[config.mk]
export PLATFORM = sky130hd
export DESIGN_NAME = copro_issuer_flat
export DESIGN_NICKNAME = d
export VERILOG_FILES = /design/src/rtl/copro_issuer_if.sv /design/src/rtl/copro_issuer.sv /design/src/flat_wrapper.sv
export SDC_FILE = /design/constraint.sdc
export NUM_CORES = 2
export LEC_CHECK = 0
export CORE_AREA = 3 3 264 266
export DETAILED_ROUTE_END_ITERATION = 10
export DIE_AREA = 0 0 267 269
export PLACE_DENSITY = 0.7
export SLEW_MARGIN = 20
export SYNTH_ARGS = -nofsm -noshare
export SYNTH_HDL_FRONTEND = slang
export SYNTH_SLANG_ARGS = --single-unit
[constraint.sdc]
create_clock -name clk -period 4.55 [get_ports clk]
set_input_delay 0.6825 -clock clk [delete_from_list [all_inputs] [get_ports clk]]
set_output_delay 0.6825 -clock clk [all_outputs]
set_load 0.05 [all_outputs]
[src/rtl/copro_issuer_if.sv]
// Request/response and instruction-port signals between the host bridge,
// the issuer and the matrix coprocessor.
interface copro_issuer_if;
    logic         start;
    logic [3:0]   op;
    logic [15:0]  scalar;
    logic [199:0] mat_a;
    logic [199:0] mat_b;
    logic [15:0]  data_read;
    logic [31:0]  instruction;
    logic         activate_instruction;
    logic         busy;
    logic         done;
    logic         error;
    logic [199:0] result;

    modport master (
        input  start, op, scalar, mat_a, mat_b, data_read,
        output instruction, activate_instruction, busy, done, error, result
    );

    modport slave (
        output start, op, scalar, mat_a, mat_b, data_read,
        input  instruction, activate_instruction, busy, done, error, result
    );
endinterface

[src/rtl/copro_issuer.sv]
// Runs one matrix transaction on the coprocessor instruction port:
// write A and B, issue the arithmetic op, then read C back.
module copro_issuer #(
    parameter int MEM_WAIT = 8,
    parameter int OP_WAIT  = 64
) (
    input  logic           clk,
    input  logic           reset,
    copro_issuer_if.master bus
);
    localparam int CNT_MAX = (MEM_WAIT > OP_WAIT) ? MEM_WAIT : OP_WAIT;
    localparam int CNT_W   = $clog2(CNT_MAX + 1);

    localparam logic [3:0] OPC_WRITE = 4'h1;
    localparam logic [3:0] OPC_READ  = 4'h2;
    localparam logic [3:0] OPC_FIRST = 4'h3;
    localparam logic [3:0] OPC_LAST  = 4'hC;
    localparam logic [3:0] LAST_WORD = 4'd12;

    typedef enum logic [2:0] {
        S_IDLE, S_LOAD_A, S_LOAD_B, S_EXEC, S_READBACK, S_DONE
    } state_t;

    state_t             r_state;
    state_t             w_next;
    logic [CNT_W-1:0]   r_wait;
    logic [3:0]         r_idx;
    logic [3:0]         r_op;
    logic [15:0]        r_scalar;
    logic [199:0]       r_mat_a;
    logic [199:0]       r_mat_b;
    logic [199:0]       r_result;
    logic               r_error;

    logic               w_op_valid;
    logic [CNT_W-1:0]   w_wait_last;
    logic               w_wait_end;
    logic               w_last_word;
    logic [15:0]        w_a_word;
    logic [15:0]        w_b_word;

    assign w_op_valid  = (bus.op >= OPC_FIRST) && (bus.op <= OPC_LAST);
    assign w_wait_last = (r_state == S_EXEC) ? CNT_W'(OP_WAIT) : CNT_W'(MEM_WAIT);
    assign w_wait_end  = (r_wait == w_wait_last);
    assign w_last_word = (r_idx == LAST_WORD);

    // Word 12 carries only element 24; its upper byte is zero on the wire.
    always_comb begin
        // NOTE: every comb output gets a default first so no path can infer a latch.
        w_a_word = '0;
        w_b_word = '0;
        for (int k = 0; k < 12; k++) begin
            if (r_idx == 4'(k)) begin
                w_a_word = r_mat_a[16*k +: 16];
                w_b_word = r_mat_b[16*k +: 16];
            end
        end
        if (r_idx == LAST_WORD) begin
            w_a_word = {8'h00, r_mat_a[199:192]};
            w_b_word = {8'h00, r_mat_b[199:192]};
        end
    end

    always_ff @(posedge clk) begin
        // NOTE: sequential state uses non-blocking assignment so all flops update together.
        if (reset) r_state <= S_IDLE;
        else       r_state <= w_next;
    end

    always_comb begin
        w_next = r_state;
        case (r_state)
            S_IDLE:     if (bus.start) w_next = w_op_valid ? S_LOAD_A : S_DONE;
            S_LOAD_A:   if (w_wait_end && w_last_word) w_next = S_LOAD_B;
            S_LOAD_B:   if (w_wait_end && w_last_word) w_next = S_EXEC;
            S_EXEC:     if (w_wait_end) w_next = S_READBACK;
            S_READBACK: if (w_wait_end && w_last_word) w_next = S_DONE;
            S_DONE:     w_next = S_IDLE;
            default:    w_next = S_IDLE;
        endcase
    end

    // Wait counter reloads per instruction; the word index steps when a window closes.
    always_ff @(posedge clk) begin
        if (reset) begin
            r_wait   <= '0;
            r_idx    <= '0;
            r_op     <= '0;
            r_scalar <= '0;
            r_mat_a  <= '0;
            r_mat_b  <= '0;
            r_result <= '0;
            r_error  <= 1'b0;
        end else begin
            case (r_state)
                S_IDLE: begin
                    r_wait <= '0;
                    r_idx  <= '0;
                    if (bus.start) begin
                        r_op     <= bus.op;
                        r_scalar <= bus.scalar;
                        r_mat_a  <= bus.mat_a;
                        r_mat_b  <= bus.mat_b;
                        r_error  <= !w_op_valid;
                    end
                end
                S_LOAD_A, S_LOAD_B, S_EXEC, S_READBACK: begin
                    if ((r_state == S_READBACK) && w_wait_end) begin
                        for (int k = 0; k < 12; k++) begin
                            if (r_idx == 4'(k)) r_result[16*k +: 16] <= bus.data_read;
                        end
                        if (r_idx == LAST_WORD) r_result[199:192] <= bus.data_read[7:0];
                    end
                    if (w_wait_end) begin
                        r_wait <= '0;
                        r_idx  <= (w_last_word || (r_state == S_EXEC)) ? 4'd0 : r_idx + 4'd1;
                    end else begin
                        r_wait <= r_wait + 1'b1;
                    end
                end
                default: begin
                    r_wait <= '0;
                    r_idx  <= '0;
                end
            endcase
        end
    end

    always_comb begin
        bus.instruction = '0;
        bus.busy        = 1'b1;
        bus.done        = 1'b0;
        bus.error       = 1'b0;
        case (r_state)
            S_IDLE:     bus.busy = 1'b0;
            S_LOAD_A:   bus.instruction = {4'h0, w_a_word, {4'h0, r_idx}, OPC_WRITE};
            S_LOAD_B:   bus.instruction = {4'h0, w_b_word, {4'h1, r_idx}, OPC_WRITE};
            S_EXEC:     bus.instruction = {4'h0, r_scalar, 8'h00, r_op};
            S_READBACK: bus.instruction = {4'h0, 16'h0000, {4'h2, r_idx}, OPC_READ};
            S_DONE: begin
                bus.done  = 1'b1;
                bus.error = r_error;
            end
            default: bus.busy = 1'b0;
        endcase
        bus.activate_instruction = (r_state inside {S_LOAD_A, S_LOAD_B, S_EXEC, S_READBACK})
                                   && (r_wait == '0);
    end

    assign bus.result = r_result;
endmodule

[src/flat_wrapper.sv]
// flat-port wrapper written by rule: the top's interface ports become plain ports
module copro_issuer_flat 
#(
    parameter int MEM_WAIT = 8,
    parameter int OP_WAIT  = 64
)
  (clk, reset, bus_start, bus_op, bus_scalar, bus_mat_a, bus_mat_b, bus_data_read, bus_instruction, bus_activate_instruction, bus_busy, bus_done, bus_error, bus_result);
  copro_issuer_if bus_i ();
  input  logic clk;
  input  logic reset;
  input wire logic [$bits(bus_i.start)-1:0] bus_start;
  input wire logic [$bits(bus_i.op)-1:0] bus_op;
  input wire logic [$bits(bus_i.scalar)-1:0] bus_scalar;
  input wire logic [$bits(bus_i.mat_a)-1:0] bus_mat_a;
  input wire logic [$bits(bus_i.mat_b)-1:0] bus_mat_b;
  input wire logic [$bits(bus_i.data_read)-1:0] bus_data_read;
  output wire logic [$bits(bus_i.instruction)-1:0] bus_instruction;
  output wire logic [$bits(bus_i.activate_instruction)-1:0] bus_activate_instruction;
  output wire logic [$bits(bus_i.busy)-1:0] bus_busy;
  output wire logic [$bits(bus_i.done)-1:0] bus_done;
  output wire logic [$bits(bus_i.error)-1:0] bus_error;
  output wire logic [$bits(bus_i.result)-1:0] bus_result;
  assign bus_i.start = bus_start;
  assign bus_i.op = bus_op;
  assign bus_i.scalar = bus_scalar;
  assign bus_i.mat_a = bus_mat_a;
  assign bus_i.mat_b = bus_mat_b;
  assign bus_i.data_read = bus_data_read;
  assign bus_instruction = bus_i.instruction;
  assign bus_activate_instruction = bus_i.activate_instruction;
  assign bus_busy = bus_i.busy;
  assign bus_done = bus_i.done;
  assign bus_error = bus_i.error;
  assign bus_result = bus_i.result;
  copro_issuer #(.MEM_WAIT(MEM_WAIT), .OP_WAIT(OP_WAIT)) u_core (.clk(clk), .reset(reset), .bus(bus_i));
endmodule
==> metrics.csv <==
stage,metric,value,unit
outcome,status,"complete, no violations",
cts,cts_tree,done,
place,dp_hpwl,95810,µm
sta,rsz0062_at_grt,false,
detailed_routing,antenna_left,0,
synth,ys_ff_latch,635,
cts,cts-root-buf,clkbuf_16,
worst_hold_path,hp-class,register to register,
synth,synth_common_cells,"nand2_1 (1301), a21oi_1 (715), dfxtp_1 (635)",
sta,worst_pin_slew,1.162,ns
detailed_routing,m1WireLength,47130,µm
finish,layout-drive-gt1-share,5.727,%
detailed_routing,dr_total_vias,28299,
synth,synth_edf_count,0,
synth,async_flop_share,0,%
sta,max_freq,223.1,MHz
grt,grt_usage,33.41,%
sta,slew_headroom,21.93,%
synth,ys.flop_type,dfxtp_1,
detailed_routing,wirelength,126000,µm
worst_setup_path,path_cells,"inv_1, ha_4, buf_4, o21ai_0, a31oi_1, o2111ai_1, a222oi_1, o21ai_1, buf_12",
worst_setup_path,cp-startpoint,u_core.r_idx[1]$_SDFFE_PP0N_,
synth,synth.most_common_cell,nand2_1,
synth,syn_area_per_cell,7.400,µm²
detailed_routing,wl_met2,60420,µm
worst_setup_path,cp-end-kind,primary output,
power_and_ir_drop,powerDensity,383.2,nW/µm²
run,drv_cap,0,
grt,grt_pass1_vias,26281,
cts,cts_inserted_buffers,69,
sta,layout_min_cycle_time,4.483,ns
grt,grt.overflow.total,0,
grt,antenna_found_initial,12,
synth,synth_compound_area_share,22.49,%
worst_setup_path,cp_data_arrival_time,3.80,ns
floorplan,fp.dieH,269,µm
power_and_ir_drop,vdd_drop_max,234.2,µV
synth,ys_seq_area_share,47.92,%
sta,timing_hold_violations_final,0,
worst_hold_path,hold_path_startpoint,u_core.bus.result[130]$_SDFFE_PP0P_,
place,io_buffer_count,668,
worst_setup_path,slowest_stage,a222oi_1,
synth,yosysUniqueCellTypes,67,
synth,synth.area.mux_share,0.7263,%
cts,clock-sinks,635,
synth,yosysWarnings,0,
worst_setup_path,start_kind,register,
floorplan,start_util,39.43,%
detailed_routing,routedWlPerCell,25.13,µm
cts,htreeDepth,3,
place,place_congestion,1.028,
detailed_routing,drt_iter0_drc,2942,
detailed_routing,wl_met3,10440,µm
sta,finalMaxSlewViolations,0,
synth,synth_area_leader_cell,dfxtp_1,
synth,synthCells,3585,
detailed_routing,top_layer,met5,
floorplan,die_x,267,µm
sta,finalCritPeriodShare,98.53,%
floorplan,core_area,67280,µm²
cts,hold_buffers,0,
synth,synth_area_leaders,"dfxtp_1 (48%), nand2_1 (18%), a21oi_1 (13%)",
synth,synth_top_area_share,47.92,%
finish,synthToLayoutAreaGrowth,37.44,%
floorplan,die_area,71820,µm²
synth,yosys.area_share.simple,23.22,%
cts,clk_latency,0.62,ns
power_and_ir_drop,p_leak,0.01255,µW
finish,layout.nets,4531,
finish,final_core_util,54.19,%
grt,grt_max_degree,150,
floorplan,rows,95,
synth,synth_xor_area_share,0.2641,%
cts,clockBufferDepth,3,
sta,fin_setup_tns,0,ns
synth,synth_fa_ha_area_share,0.2830,%
grt,grt_pass1_wl,176500,µm
detailed_routing,vias_per_cell,5.644,
worst_setup_path,max_stage_delay,0.66,ns
worst_setup_path,criticalPathCategory,register to primary output,
floorplan,pin_count,675,
detailed_routing,firstDrtPassIters,6,
cts,clk_pin_slew,0.06,ns
synth,netlist_area,26530,µm²
sta,finClkSkew,0.01981,ns
sta,report.final.setup_viol,0,
synth,synth_top_family_by_area,simple AND/OR/NAND/NOR gates,
detailed_routing,drc,0,
worst_setup_path,required,3.87,ns
worst_setup_path,r2r-start,u_core.r_state[2]$_SDFFE_PP0P_,
worst_setup_path,worstPathMaxFanout,25,
## layout by cell type (no fill, tap or decap), types with 9 or more instances in the layout
| cell | synthesis | layout |
|---|---|---|
| clkbuf_1 | 264 | 15 |
| dfxtp_1 | 635 | 631 |
| a31oi_1 | 11 | 9 |
| inv_1 | 17 | 17 |
| a22oi_1 | 11 | 11 |
| clkbuf_8 | 0 | 16 |
| o221ai_1 | 9 | 9 |
| o21ai_0 | 64 | 64 |
| a221o_1 | 16 | 16 |
| o31ai_1 | 19 | 19 |
| o2111ai_1 | 10 | 10 |
| a221oi_1 | 49 | 49 |
| and3_1 | 9 | 9 |
| buf_4 | 8 | 60 |
| nand2_1 | 1301 | 1301 |
| clkdlybuf4s50_1 | 0 | 651 |
| nor2_1 | 105 | 103 |
| clkbuf_16 | 0 | 69 |
| o211ai_1 | 14 | 14 |
| buf_12 | 0 | 30 |
| a21oi_1 | 715 | 714 |
| o22a_1 | 11 | 11 |
| nand3_1 | 28 | 28 |
| mux2i_1 | 17 | 17 |
| o22ai_1 | 28 | 28 |
| o31a_1 | 10 | 10 |
| nand3b_1 | 12 | 12 |
| o32ai_1 | 9 | 9 |
| o21a_1 | 12 | 12 |
| nand2b_1 | 26 | 25 |
| nor2b_1 | 20 | 18 |
## cell type report
cell class,instances,area [µm²]
repair buffers,745,7620
diodes,3,7.507
fillers,6531,30820
multi-input cells,2615,12650
clock buffers,100,2003
flip-flops and latches,635,12720
clock inverters,23,296.5
well taps,873,1092
inverters,20,75.07
## layer usage
layer,vias to the layer above,GRT usage [%]
li1,13078,-
met4,16,17.71
met3,376,7.711
met5,-,0
met2,1453,57.76
met1,13376,38.63
## state kept, by name, indices dropped and copies added (netlist names)
signal	count
u_core.r_wait	7
u_core.r_state	3
u_core.bus.result	200
u_core.r_scalar	16
u_core.r_op	4
u_core.r_idx	4
u_core.r_mat_b	200
u_core.r_mat_a	200
u_core.r_error	1
## path summary, 6_finish.rpt
check / end / slack (ns) / cells after the start
max: bus_instruction[19] / 0.07 / 9
min: u_core.bus.result[130]$_SDFFE_PP0P_ / 0.45 / 2
min reg2reg: u_core.bus.result[130]$_SDFFE_PP0P_ / 0.45 / 2
max reg2reg: u_core.bus.result[83]$_SDFFE_PP0P_ / 0.90 / 7
## metrics by stage
step / instance area (µm²) / hold slack [ns] / total power (µW) / instances / setup WS [ns]
finish: 36460 / 0.4514 / 13970 / 5014 / 0.06697
global route: 36460 / 0.4658 / 14390 / 5014 / 0.03087
CTS: 36390 / 0.4497 / 14000 / 5009 / 0.01491
detailed placement: 34060 / 0.4421 / 8328 / 4886 / 0.4050
global placement: 34060 / 0.4370 / 8326 / 4886 / 0.4670
floorplan: 26550 / 0.4258 / 7207 / 3590 / 0.9559
## cells by family (layout without fill, tap and decap cells)
| family | after synthesis | in the layout |
|---|---|---|
| compound gates | 1036 | 1036 |
| xor+xnor | 8 | 8 |
| buf+inv | 340 | 888 |
| fa+ha+maj | 6 | 6 |
| flops | 635 | 635 |
| other cells | 1 | 9 |
| mux | 18 | 18 |
| simple gates | 1541 | 1541 |
## power breakdown
part | leakage (µW) | switching [µW] | internal, µW
registers | 0.00518 | 377 | 5910
logic | 0.00626 | 1170 | 786
clock network | 0.00112 | 2410 | 3320
total | 0.0126 | 3960 | 10000
## worst max-delay path: cells and delay by family (launching register included)
kind	cells	cell delay (ns)
AOI/OAI and AO/OA	5	1.64
adders and majority gates	1	0.39
buffers and inverters	3	0.76
DFF	1	0.37
## what timing repair did
action,4_1_cts,5_1_grt
gates resized for setup,7,7
buffers inserted,0,2
pin swaps,1,2
setup endpoints to repair,10,10
Power figures use the tool's default switching activity.
